[src/rtl/knight_pkg.sv]
// knight_pkg: shared scanner sequence definitions (direction codes, decoder states, next-pattern and validity functions)
package knight_pkg;
  localparam logic DIR_UP = 1'b1;
  localparam logic DIR_DOWN = 1'b0;
  localparam int MAX_W = 32;
  typedef enum logic [1:0] {S_EMPTY, S_ONE, S_LOCK} state_t;
  typedef struct packed {
    logic [MAX_W-1:0] pat;
    logic dir;
  } step_t;
  // Patterns are zero-extended to MAX_W; w is the live LED width (3..32).
  function automatic step_t knight_next(input logic [MAX_W-1:0] p, input logic d, input int w);
    logic [MAX_W-1:0] top = MAX_W'(1) << (w - 1);
    logic [MAX_W-1:0] sec = MAX_W'(1) << (w - 2);
    logic [MAX_W-1:0] mask = MAX_W'((64'h1 << w) - 64'h1);
    logic hi = (p & (top | sec)) == top;
    step_t r;
    if (d == DIR_UP) begin
      r.pat = p == '0 ? MAX_W'(1) : p == MAX_W'(1) ? MAX_W'(3) : hi ? '0 : (p << 1) & mask;
      r.dir = hi ? DIR_DOWN : DIR_UP;
    end else begin
      r.pat = p == '0 ? top : hi ? p | sec : p == MAX_W'(1) ? '0 : p >> 1;
      r.dir = p == MAX_W'(1) ? DIR_UP : DIR_DOWN;
    end
    return r;
  endfunction
  // Valid: blank, single bit at either end, or exactly one pair of adjacent lit bits.
  function automatic logic knight_valid(input logic [MAX_W-1:0] p, input int w);
    logic [MAX_W-1:0] q = p & (p >> 1);
    return p == '0 || p == MAX_W'(1) || p == (MAX_W'(1) << (w - 1)) ||
           (q != '0 && (q & (q - MAX_W'(1))) == '0 && p == (q | (q << 1)));
  endfunction
endpackage

[src/rtl/knight_decoder_if.sv]
// knight_decoder_if: LED observation bus and reconstructed scanner status
//   master: drives led_in, stall_limit, clear_err; reads status
//   slave : the decoder, reads led_in/controls, drives locked, dir, head, blank,
//           step, cycle_done, error, err_count, stalled
interface knight_decoder_if #(parameter int WIDTH = 8);
  logic [WIDTH-1:0] led_in;
  logic [23:0] stall_limit;
  logic clear_err;
  logic locked;
  logic dir;
  logic [$clog2(WIDTH)-1:0] head;
  logic blank;
  logic step;
  logic cycle_done;
  logic error;
  logic [15:0] err_count;
  logic stalled;
  modport master(output led_in, stall_limit, clear_err,
                 input locked, dir, head, blank, step, cycle_done, error, err_count, stalled);
  modport slave(input led_in, stall_limit, clear_err,
                output locked, dir, head, blank, step, cycle_done, error, err_count, stalled);
endinterface

[src/rtl/bit_sync.sv]
// bit_sync: STAGES-deep flop chain per bit on clk_src; STAGES=0 passes d straight through
//   clk_src, reset_n (async active-low), d: raw input, q: synchronized output
module bit_sync #(
  parameter int WIDTH = 8,
  parameter int STAGES = 2
) (
  input  logic clk_src,
  input  logic reset_n,
  input  logic [WIDTH-1:0] d,
  output logic [WIDTH-1:0] q
);
  if (STAGES == 0) begin : g_wire
    assign q = d;
  end else begin : g_ff
    logic [WIDTH-1:0] ff [STAGES];
    always_ff @(posedge clk_src or negedge reset_n)
      if (!reset_n) begin
        for (int i = 0; i < STAGES; i++) ff[i] <= '0;
      end else begin
        ff[0] <= d;
        for (int i = 1; i < STAGES; i++) ff[i] <= ff[i-1];
      end
    assign q = ff[STAGES-1];
  end
endmodule

[src/rtl/knight_decoder.sv]
// knight_decoder: tracks a knight-rider LED scanner and reconstructs lock, direction, head, pulses, errors, stall
//   clk_src, reset_n (async active-low); bus (slave): led_in/stall_limit/clear_err in,
//   locked/dir/head/blank/step/cycle_done/error/err_count/stalled out (all registered)
module knight_decoder
  import knight_pkg::*;
#(
  parameter int WIDTH = 8,
  parameter int SYNC_STAGES = 2
) (
  input logic clk_src,
  input logic reset_n,
  knight_decoder_if.slave bus
);
  localparam int HW = $clog2(WIDTH);
  logic [WIDTH-1:0] s;
  logic [WIDTH-1:0] ref_pat;
  state_t state;
  logic [23:0] stall_cnt;
  step_t nu, nd;
  logic chg, valid, mu, md, accept, bad, acc_dir, hold;
  logic [23:0] cnt_inc;
  logic [HW-1:0] hi_i, lo_i;
  bit_sync #(.WIDTH(WIDTH), .STAGES(SYNC_STAGES)) u_sync (
    .clk_src(clk_src),
    .reset_n(reset_n),
    .d(bus.led_in),
    .q(s)
  );
  always_comb begin
    nu = knight_next(MAX_W'(ref_pat), DIR_UP, WIDTH);
    nd = knight_next(MAX_W'(ref_pat), DIR_DOWN, WIDTH);
    chg = s != ref_pat;
    valid = knight_valid(MAX_W'(s), WIDTH);
    mu = MAX_W'(s) == nu.pat;
    md = MAX_W'(s) == nd.pat;
    // next(p,1) != next(p,0) for every valid p, so mu and md never both hold
    accept = chg && (state == S_ONE ? (mu || md) : state == S_LOCK && (bus.dir ? mu : md));
    bad = chg && state == S_LOCK && !(bus.dir ? mu : md);
    acc_dir = (state == S_LOCK ? bus.dir : mu) ? nu.dir : nd.dir;
    hold = state == S_LOCK && !chg;
    cnt_inc = &stall_cnt ? stall_cnt : stall_cnt + 24'd1;
    hi_i = '0;
    lo_i = '0;
    for (int i = 0; i < WIDTH; i++) if (s[i]) hi_i = HW'(i);
    for (int i = WIDTH - 1; i >= 0; i--) if (s[i]) lo_i = HW'(i);
  end
  // While locked, bus.dir doubles as the tracked scan direction.
  always_ff @(posedge clk_src or negedge reset_n)
    if (!reset_n) begin
      state <= S_EMPTY;
      ref_pat <= '0;
      stall_cnt <= '0;
      bus.locked <= 1'b0;
      bus.dir <= 1'b0;
      bus.head <= '0;
      bus.blank <= 1'b0;
      bus.step <= 1'b0;
      bus.cycle_done <= 1'b0;
      bus.error <= 1'b0;
      bus.err_count <= '0;
      bus.stalled <= 1'b0;
    end else begin
      bus.step <= accept;
      bus.error <= bad;
      bus.cycle_done <= accept && state == S_LOCK && ref_pat == WIDTH'(1) && !bus.dir && s == '0;
      stall_cnt <= hold ? cnt_inc : '0;
      bus.stalled <= hold && (bus.stalled || (bus.stall_limit != '0 && cnt_inc == bus.stall_limit));
      bus.err_count <= bad ? (bus.clear_err ? 16'd1 : bus.err_count == 16'hFFFF ? 16'hFFFF : bus.err_count + 16'd1)
                           : bus.clear_err ? 16'd0 : bus.err_count;
      if (accept) begin
        state <= S_LOCK;
        ref_pat <= s;
        bus.locked <= 1'b1;
        bus.dir <= acc_dir;
        bus.head <= s == '0 ? '0 : acc_dir ? hi_i : lo_i;
        bus.blank <= s == '0;
      end else if (state == S_EMPTY || chg) begin
        state <= valid ? S_ONE : S_EMPTY;
        if (valid) ref_pat <= s;
        bus.locked <= 1'b0;
        bus.dir <= 1'b0;
        bus.head <= '0;
        bus.blank <= 1'b0;
      end
    end
endmodule

[src/flat_wrapper.sv]
// flat-port wrapper written by rule: the top's interface ports become plain ports
module knight_decoder_flat import knight_pkg::*;
#(
  parameter int WIDTH = 8,
  parameter int SYNC_STAGES = 2
)
  (clk_src, reset_n, bus_led_in, bus_stall_limit, bus_clear_err, bus_locked, bus_dir, bus_head, bus_blank, bus_step, bus_cycle_done, bus_error, bus_err_count, bus_stalled);
  knight_decoder_if #(.WIDTH(WIDTH)) bus_i ();
  input logic clk_src;
  input logic reset_n;
  input wire logic [$bits(bus_i.led_in)-1:0] bus_led_in;
  input wire logic [$bits(bus_i.stall_limit)-1:0] bus_stall_limit;
  input wire logic [$bits(bus_i.clear_err)-1:0] bus_clear_err;
  output wire logic [$bits(bus_i.locked)-1:0] bus_locked;
  output wire logic [$bits(bus_i.dir)-1:0] bus_dir;
  output wire logic [$bits(bus_i.head)-1:0] bus_head;
  output wire logic [$bits(bus_i.blank)-1:0] bus_blank;
  output wire logic [$bits(bus_i.step)-1:0] bus_step;
  output wire logic [$bits(bus_i.cycle_done)-1:0] bus_cycle_done;
  output wire logic [$bits(bus_i.error)-1:0] bus_error;
  output wire logic [$bits(bus_i.err_count)-1:0] bus_err_count;
  output wire logic [$bits(bus_i.stalled)-1:0] bus_stalled;
  assign bus_i.led_in = bus_led_in;
  assign bus_i.stall_limit = bus_stall_limit;
  assign bus_i.clear_err = bus_clear_err;
  assign bus_locked = bus_i.locked;
  assign bus_dir = bus_i.dir;
  assign bus_head = bus_i.head;
  assign bus_blank = bus_i.blank;
  assign bus_step = bus_i.step;
  assign bus_cycle_done = bus_i.cycle_done;
  assign bus_error = bus_i.error;
  assign bus_err_count = bus_i.err_count;
  assign bus_stalled = bus_i.stalled;
  knight_decoder #(.WIDTH(WIDTH), .SYNC_STAGES(SYNC_STAGES)) u_core (.clk_src(clk_src), .reset_n(reset_n), .bus(bus_i));
endmodule
[config.mk]
export PLATFORM = sky130hd
export DESIGN_NAME = knight_decoder_flat
export DESIGN_NICKNAME = d
export VERILOG_FILES = /design/src/rtl/knight_pkg.sv /design/src/rtl/knight_decoder_if.sv /design/src/rtl/bit_sync.sv /design/src/rtl/knight_decoder.sv /design/src/flat_wrapper.sv
export SDC_FILE = /design/constraint.sdc
export NUM_CORES = 1
export LEC_CHECK = 0
export BUFFER_PORTS_ARGS = -buffer_cell sky130_fd_sc_hd__buf_4
export CORE_ASPECT_RATIO = 0.8
export CORE_MARGIN = 5
export CORE_UTILIZATION = 55
export DETAILED_ROUTE_END_ITERATION = 10
export PLACE_DENSITY_LB_ADDON = 0.3
export SLEW_MARGIN = 20
export SYNTH_ARGS = -nofsm -noshare
export SYNTH_HDL_FRONTEND = slang
export SYNTH_HIERARCHICAL = 1
export SYNTH_SLANG_ARGS = --single-unit
[constraint.sdc]
create_clock -name clk_src -period 4.4 [get_ports clk_src]
set_input_delay 0.88 -clock clk_src [delete_from_list [all_inputs] [get_ports clk_src]]
set_output_delay 0.88 -clock clk_src [all_outputs]
set_load 0.1 [all_outputs]
======== After elaboration in Yosys (flattened, before gate mapping) ========
Cells that the tools add are included.
word-level totals
  register bits after elaboration ......... 76
  input port bits ......................... 35
  output and inout port bits .............. 26
  word-level logic and storage cells ...... 112
cells by class
  add/subtract/negate cells ............... 3
  equality and inequality tests ........... 12
  mux-type cells .......................... 47
  bitwise gates (word level) .............. 3
  reduce and logical (&&, ||, !) cells .... 33
operators with widths
  kind                                                                   count
  32-bit two-way mux                                                     4
  8-bit by 32-bit equality test with 1-bit output                        3
  16-bit two-way mux                                                     4
  3-bit two-way mux                                                      18
  24-bit two-way mux                                                     2
  32-bit bitwise AND                                                     1
  32-bit zero test                                                       1
  8-bit two-way mux                                                      4
  32-bit bitwise OR                                                      1
  32-bit nonzero test                                                    1
  32-bit by 1-bit subtractor with 32-bit output, second input constant   1
  24-bit by 1-bit adder with 24-bit output, second input constant        1
  24-bit equality test                                                   1
  24-bit AND reduction                                                   1
  24-bit nonzero test                                                    1
  16-bit by 1-bit adder with 16-bit output, second input constant        1
  16-bit equality test, second input constant                            1
  8-bit by 1-bit equality test with 1-bit output, second input constant  2
  8-bit zero test                                                        2
  1-bit logical AND                                                      13
  1-bit two-way mux                                                      12
  8-bit by 7-bit bitwise AND with 8-bit output                           1
  8-bit equality test, second input constant                             1
  8-bit != test                                                          1
  other kinds (9)                                                        20

======== Longest topological paths before layout ========
  depth in word-level cells ............... 13
  depth in mapped cells ................... 12
  gate-level depth less buffers ........... 9

======== By module ========
The synthesis kept the hierarchy.
modules (own cells, without submodules)
  module          times used  cells each  area an instance (um^2)  seq. area each (um^2)
  knight_decoder  1           546         4697.0                   1476.4
  bit_sync        1           24          460.4                    400.4

======== Worst setup path before layout ========
OpenSTA, ideal clock, no wires.
  path kind ............................... register to register
  start ................................... register u_core.bus.err_count[3]
  end ..................................... register u_core.bus.err_count[3]
  library setup time ...................... 0.094 ns
  arrival time ............................ 2.824 ns
  required time ........................... 4.306 ns
  setup slack ............................. 1.482 ns
  stages on the path, launching flop included .. 9
  buffers on the path ..................... 0
  period minus slack after synthesis ...... 2.918 ns
  cell sequence ........................... dfrtp_1 > and3_1 > and3_1 > nand2_1 > nor3_1 > nand4_1 > and3_1 > and2_1 > a211oi_1
between the ends
  longest elaborated chain between the ends .. 4
  elaborated cells between the ends (all ways) .. 5
  those cells by class .................... add/sub: 1; eq/ne: 1; mux: 3
ends and longest elaborated chain
  item                                                                                     line                     text
  start, declared                                                                          knight_decoder_if.sv:21  output locked, dir, head, blank, step, cycle_done, error, err_count, stalled);
  start signal, assigned                                                                   knight_decoder.sv:68     bus.err_count <= bad ? (bus.clear_err ? 16'd1 : bus.err_count == 16'hFFFF ? 16'hFFFF : bus.err_count + 16'd1)
  16-bit by 1-bit adder with 16-bit output / 16-bit equality test (equally long branches)  knight_decoder.sv:68
  16-bit two-way mux (*) (3 in series)                                                     knight_decoder.sv:68
Mark *: on every way between the ends. The rest lies on a longest branch, timed or not.
A chain may end at the register's enable or synchronous reset.

======== Worst setup path after layout ========
  start ................................... register u_core.stall_cnt[0]
  end ..................................... register u_core.bus.stalled
between the ends
  longest elaborated chain between the ends .. 6
  elaborated cells between the ends (all ways) .. 7
  those cells by class .................... add/sub: 1; eq/ne: 1; mux: 1; reduce/logical: 4
ends and longest elaborated chain
  item                                                                                     line                     text
  start, declared                                                                          knight_decoder.sv:18     logic [23:0] stall_cnt;
  start signal, assigned                                                                   knight_decoder.sv:66     stall_cnt <= hold ? cnt_inc : '0;
  24-bit by 1-bit adder with 24-bit output / 24-bit AND reduction (equally long branches)  knight_decoder.sv:41     cnt_inc = &stall_cnt ? stall_cnt : stall_cnt + 24'd1;
  24-bit two-way mux (*)                                                                   knight_decoder.sv:41
  24-bit equality test (*)                                                                 knight_decoder.sv:67     bus.stalled <= hold && (bus.stalled || (bus.stall_limit != '0 && cnt_inc == bus.stall_limit));
  1-bit logical AND (*)                                                                    knight_decoder.sv:67
  1-bit logical OR (*)                                                                     knight_decoder.sv:67
  1-bit logical AND (*)                                                                    knight_decoder.sv:67
  end signal, assigned                                                                     knight_decoder.sv:67
  end, declared                                                                            knight_decoder_if.sv:21
Marks and branches as above.

==> results by group <==
Status
  – Outcome: completed

Place
  – Post-Place Cell Area: 5495 um^2
  – Worst slack, placed: 1.069 ns
  – HPWL after detailed placement: 9596 um
  – Final weighted congestion in routability-driven placement: approximately 1
  – Input/output buffers: 60

Worst setup path
  – Type of origin of the critical path: register
  – Crit-path max cell delay: between 0.7 and 0.8 ns
  – Worst setup path category: register to register
  – Worst setup slack for register-to-register paths: roughly 0.89 ns
  – CP bufs+invs: 0
  – Max Fanout on Critical Path: 13
  – Count of cell instances traversed by the critical path: 9
  – Cell chain of the critical path: ha_1, nand4_1, nor3_2, nand2_1, a32o_1, a221oi_2, nand4_1, a2111oi_2, a32o_1
  – Critical R2R Launch: u_core/stall_cnt[0]$_DFF_PN0_
  – Cell family with the largest share of critical-path delay: simple AND/OR/NAND/NOR gates
  – Number of cell instances on the worst register-to-register path: 9
  – Worst setup startpoint: u_core/stall_cnt[0]$_DFF_PN0_
  – CP max stage cell: nor3_2
  – CP arrival: 3.78 ns
  – Required time worst endpoint: 4.67 ns
  – Crit path capture type: register

Yosys
  – Area fraction in compound gates after synthesis: 18.83%
  – Distinct cell type count after synthesis: 73
  – FF+latch count, synth: 75
  – Cell count after synthesis: 570
  – Synthesized area divided by synthesized cell count: 9.048 um^2
  – Adder and majority gate portion of the synthesized area: 0.4852%
  – Xor and xnor area share after synthesis: 9.170%
  – Number of flops mapped to enable cells by yosys: 0
  – Multiplexer fraction of the synthesized cell area: under 10%
  – Portion of the post-synthesis area used by sequential elements: a little over a third
  – Combined area of all synthesized cells: 5157 um^2
  – Predominant post-synthesis flop cell: dfrtp_1
  – Main combinational cell family by area after synthesis: simple AND/OR/NAND/NOR gates
  – Async SR Flop Fraction: 100.0%
  – Synthesized netlist net count: a little over 600
  – Synth warn: 6
  – Simple-gate area share of the yosys netlist: 24.19%

Layout
  – Most common library cell in the layout ignoring fill and taps: dfrtp_1
  – N_diodes: 0
  – Commonest non-fill, non-tap cells in the layout: dfrtp_1, buf_4, nor2_1
  – Final #Nets: 631
  – Fraction of final layout cells sized beyond drive strength 1: 18.03%
  – Area Growth Syn to Fin: 12.91%
  – Final Cell Area: 5823 um^2

Pwr
  – Power, Total: 1.978 mW
  – Peak ir drop on the vdd network: 0.1947 mV
  – Static leakage: approximately 2.4 nW
  – Power density over cell area: roughly 340 nW/um^2

Routing
  – Detailed-route wire length per cell: between 15 and 20 um
  – Remaining antenna violation count after routing: 0
  – Amount of wire on met3 after detailed routing: 1086 um
  – Post-detailed-routing wire length: 13520 um
  – Via-per-instance ratio: 6.504
  – Detailed router's first-iteration violation count: 538
  – Post-route DRC violation count: 0
  – Total iterations of the first detailed-routing run: 5
  – Detailed-route wire length on metal 1: 6228 um
  – Met2 layer wire length in the routed design: roughly 6000 um
  – Highest routing layer actually used: met4
  – Via count: ~4.6k

Floorplan
  – Initial cell density of the core: 56.58%
  – # IOs: 61
  – Horizontal die dimension: between 100 and 150 um
  – Die Span Y: between 90 and 100 um
  – DIE AREA: 11430 um^2
  – Cell row count: 31
  – Core region area: 9115 um^2

GRT
  – Residual overflow from global routing: 0
  – GRT Util Overall: 23.48%
  – Vias in the first global route: around 4.3k
  – Antenna violations before repair: 0
  – First-pass GRT wire length: around 22000 um
  – Largest net degree at the start of global routing: 76

Clock network
  – Number of buffers created by CTS: 9
  – Buffer count from post-CTS setup fixing: 0
  – Clock sink total: 75
  – Clock tree from TritonCTS: built
  – Number of gates resized after CTS: 0
  – Clock latency on the worst-skew pair: 0.33 ns
  – Deepest level of the CTS H-tree: 3
  – Root buffer cell: clkbuf_16
  – # hold bufs at CTS: 0
  – Maximum buffer depth of the clock tree: 2
  – Clk pin slew, worst setup/hold paths: 0.06 ns

Timing
  – Minimum period implied by the final worst setup slack: between 3 and 4 ns
  – Remaining max-slew budget at the tightest pin: 37.92%
  – Total count of hold-check failures in the final report: 0
  – Ratio of final minimum period to clock period: between 70% and 80%
  – Worst setup margin: 0.8884 ns
  – Slew Viols, Final: 0
  – Clock Skew: 0.005498 ns
  – Number of endpoints failing setup at the final stage: 0
  – Setup repair after global routing missed its margin: no
  – Worst Tran Pin Value: around 0.93 ns
  – Highest clock frequency the design can meet: ~280 MHz
  – Worst slack on hold paths: around 0.35 ns
  – Sum Neg Setup Slack: 0 ns

Flow run
  – MaxCap Viol Count: 0

Worst hold path
  – Hold Path Depth: 0
  – Worst min-delay path category: register to register
  – Min-delay src: u_core/u_sync/g_ff.ff[10]$_DFF_PN0_
-- path summary, 6_finish.rpt --
kind                                            endpoint
setup / recovery            u_core/bus.stalled$_DFF_PN0_
hold / removal              u_core/u_sync/q[2]$_DFF_PN0_
setup reg to reg            u_core/bus.stalled$_DFF_PN0_
hold reg to reg             u_core/u_sync/q[2]$_DFF_PN0_
max in group asynchronous   u_core/u_sync/q[7]$_DFF_PN0_
min in group asynchronous  u_core/ref_pat[7]$_DFFE_PN0P_
-- power breakdown --
part	internal [mW]	switching, mW	total [mW]
Combinational	0.178	0.163	0.341
Sequential	0.724	0.105	0.829
Clock	0.515	0.293	0.808
Total	1.42	0.561	1.98
-- worst reg2reg max path, delay by kind of cell (launching register included) --
kind,cells,cell delay (ns)
and+or+nand+nor,4,1.54
DFF,1,0.49
adders and majority gates,1,0.32
AOI/OAI and AO/OA,4,1.09
-- layout make-up --
| cell class | count | area [um^2] |
|---|---|---|
| Inverter | 18 | 67.56 |
| Timing Repair Buffer | 62 | 465.4 |
| Fill cell | 747 | 3292 |
| Multi-Input combinational cell | 428 | 2942 |
| Sequential cell | 75 | 1877 |
| Clock buffer | 11 | 242.7 |
| Tap cell | 115 | 143.9 |
| Clock inverter | 5 | 85.08 |
-- logic make-up after synthesis --
logic type | count (synthesis)
and+or+nand+nor | 224
adders and majority gates | 2
muxes | 18
buffers and inverters | 67
AOI/OAI and AO/OA | 130
DFF | 75
xor gates and xnor gates | 54
-- per-stage QoR --
stage,cells,util [%]
after floorplan,570,-
after global placement,698,60.29
after detailed placement,698,60.29
after CTS,714,63.88
after global routing,714,63.88
final,714,63.88
-- cell usage after synthesis (6+ instances only) --
master	count	area share, %
a211oi_1	12	1.7
o22ai_1	6	0.73
nand2b_1	6	0.73
inv_1	18	1.3
and4_1	10	1.7
a311oi_1	6	1.0
a31oi_1	8	0.97
clkbuf_1	19	1.4
nor2_1	56	4.1
xnor2_1	32	5.4
nand2_1	40	2.9
nor3_1	16	1.6
dfrtp_1	75	36
a21oi_1	25	2.4
buf_2	13	1.3
and2_1	6	0.73
nand4_1	13	1.6
nor2b_1	9	1.1
and3_1	13	1.6
mux2_4	8	2.3
nand3_1	17	1.6
nor4_1	11	1.3
o21ai_0	16	1.6
mux2i_1	6	1.2
xor2_1	22	3.7
buf_4	11	1.6
-- sequential cells by signal (all words and copies together) (netlist names) --
register               flops
u_core/bus.dir             1
u_core/bus.blank           1
u_core/bus.cycle_done      1
u_core/bus.step            1
u_core/u_sync/g_ff.ff      8
u_core/u_sync/q            8
u_core/bus.head            3
u_core/ref_pat             8
u_core/state               2
u_core/bus.error           1
u_core/stall_cnt          24
u_core/bus.stalled         1
u_core/bus.err_count      16
-- routing by layer --
metal	track usage, %	vias up
met5	0	-
met4	7.496	0
met3	4.548	29
met2	34.28	221
met1	34.93	2257
li1	-	2137
(Power assumes the default switching activity.)
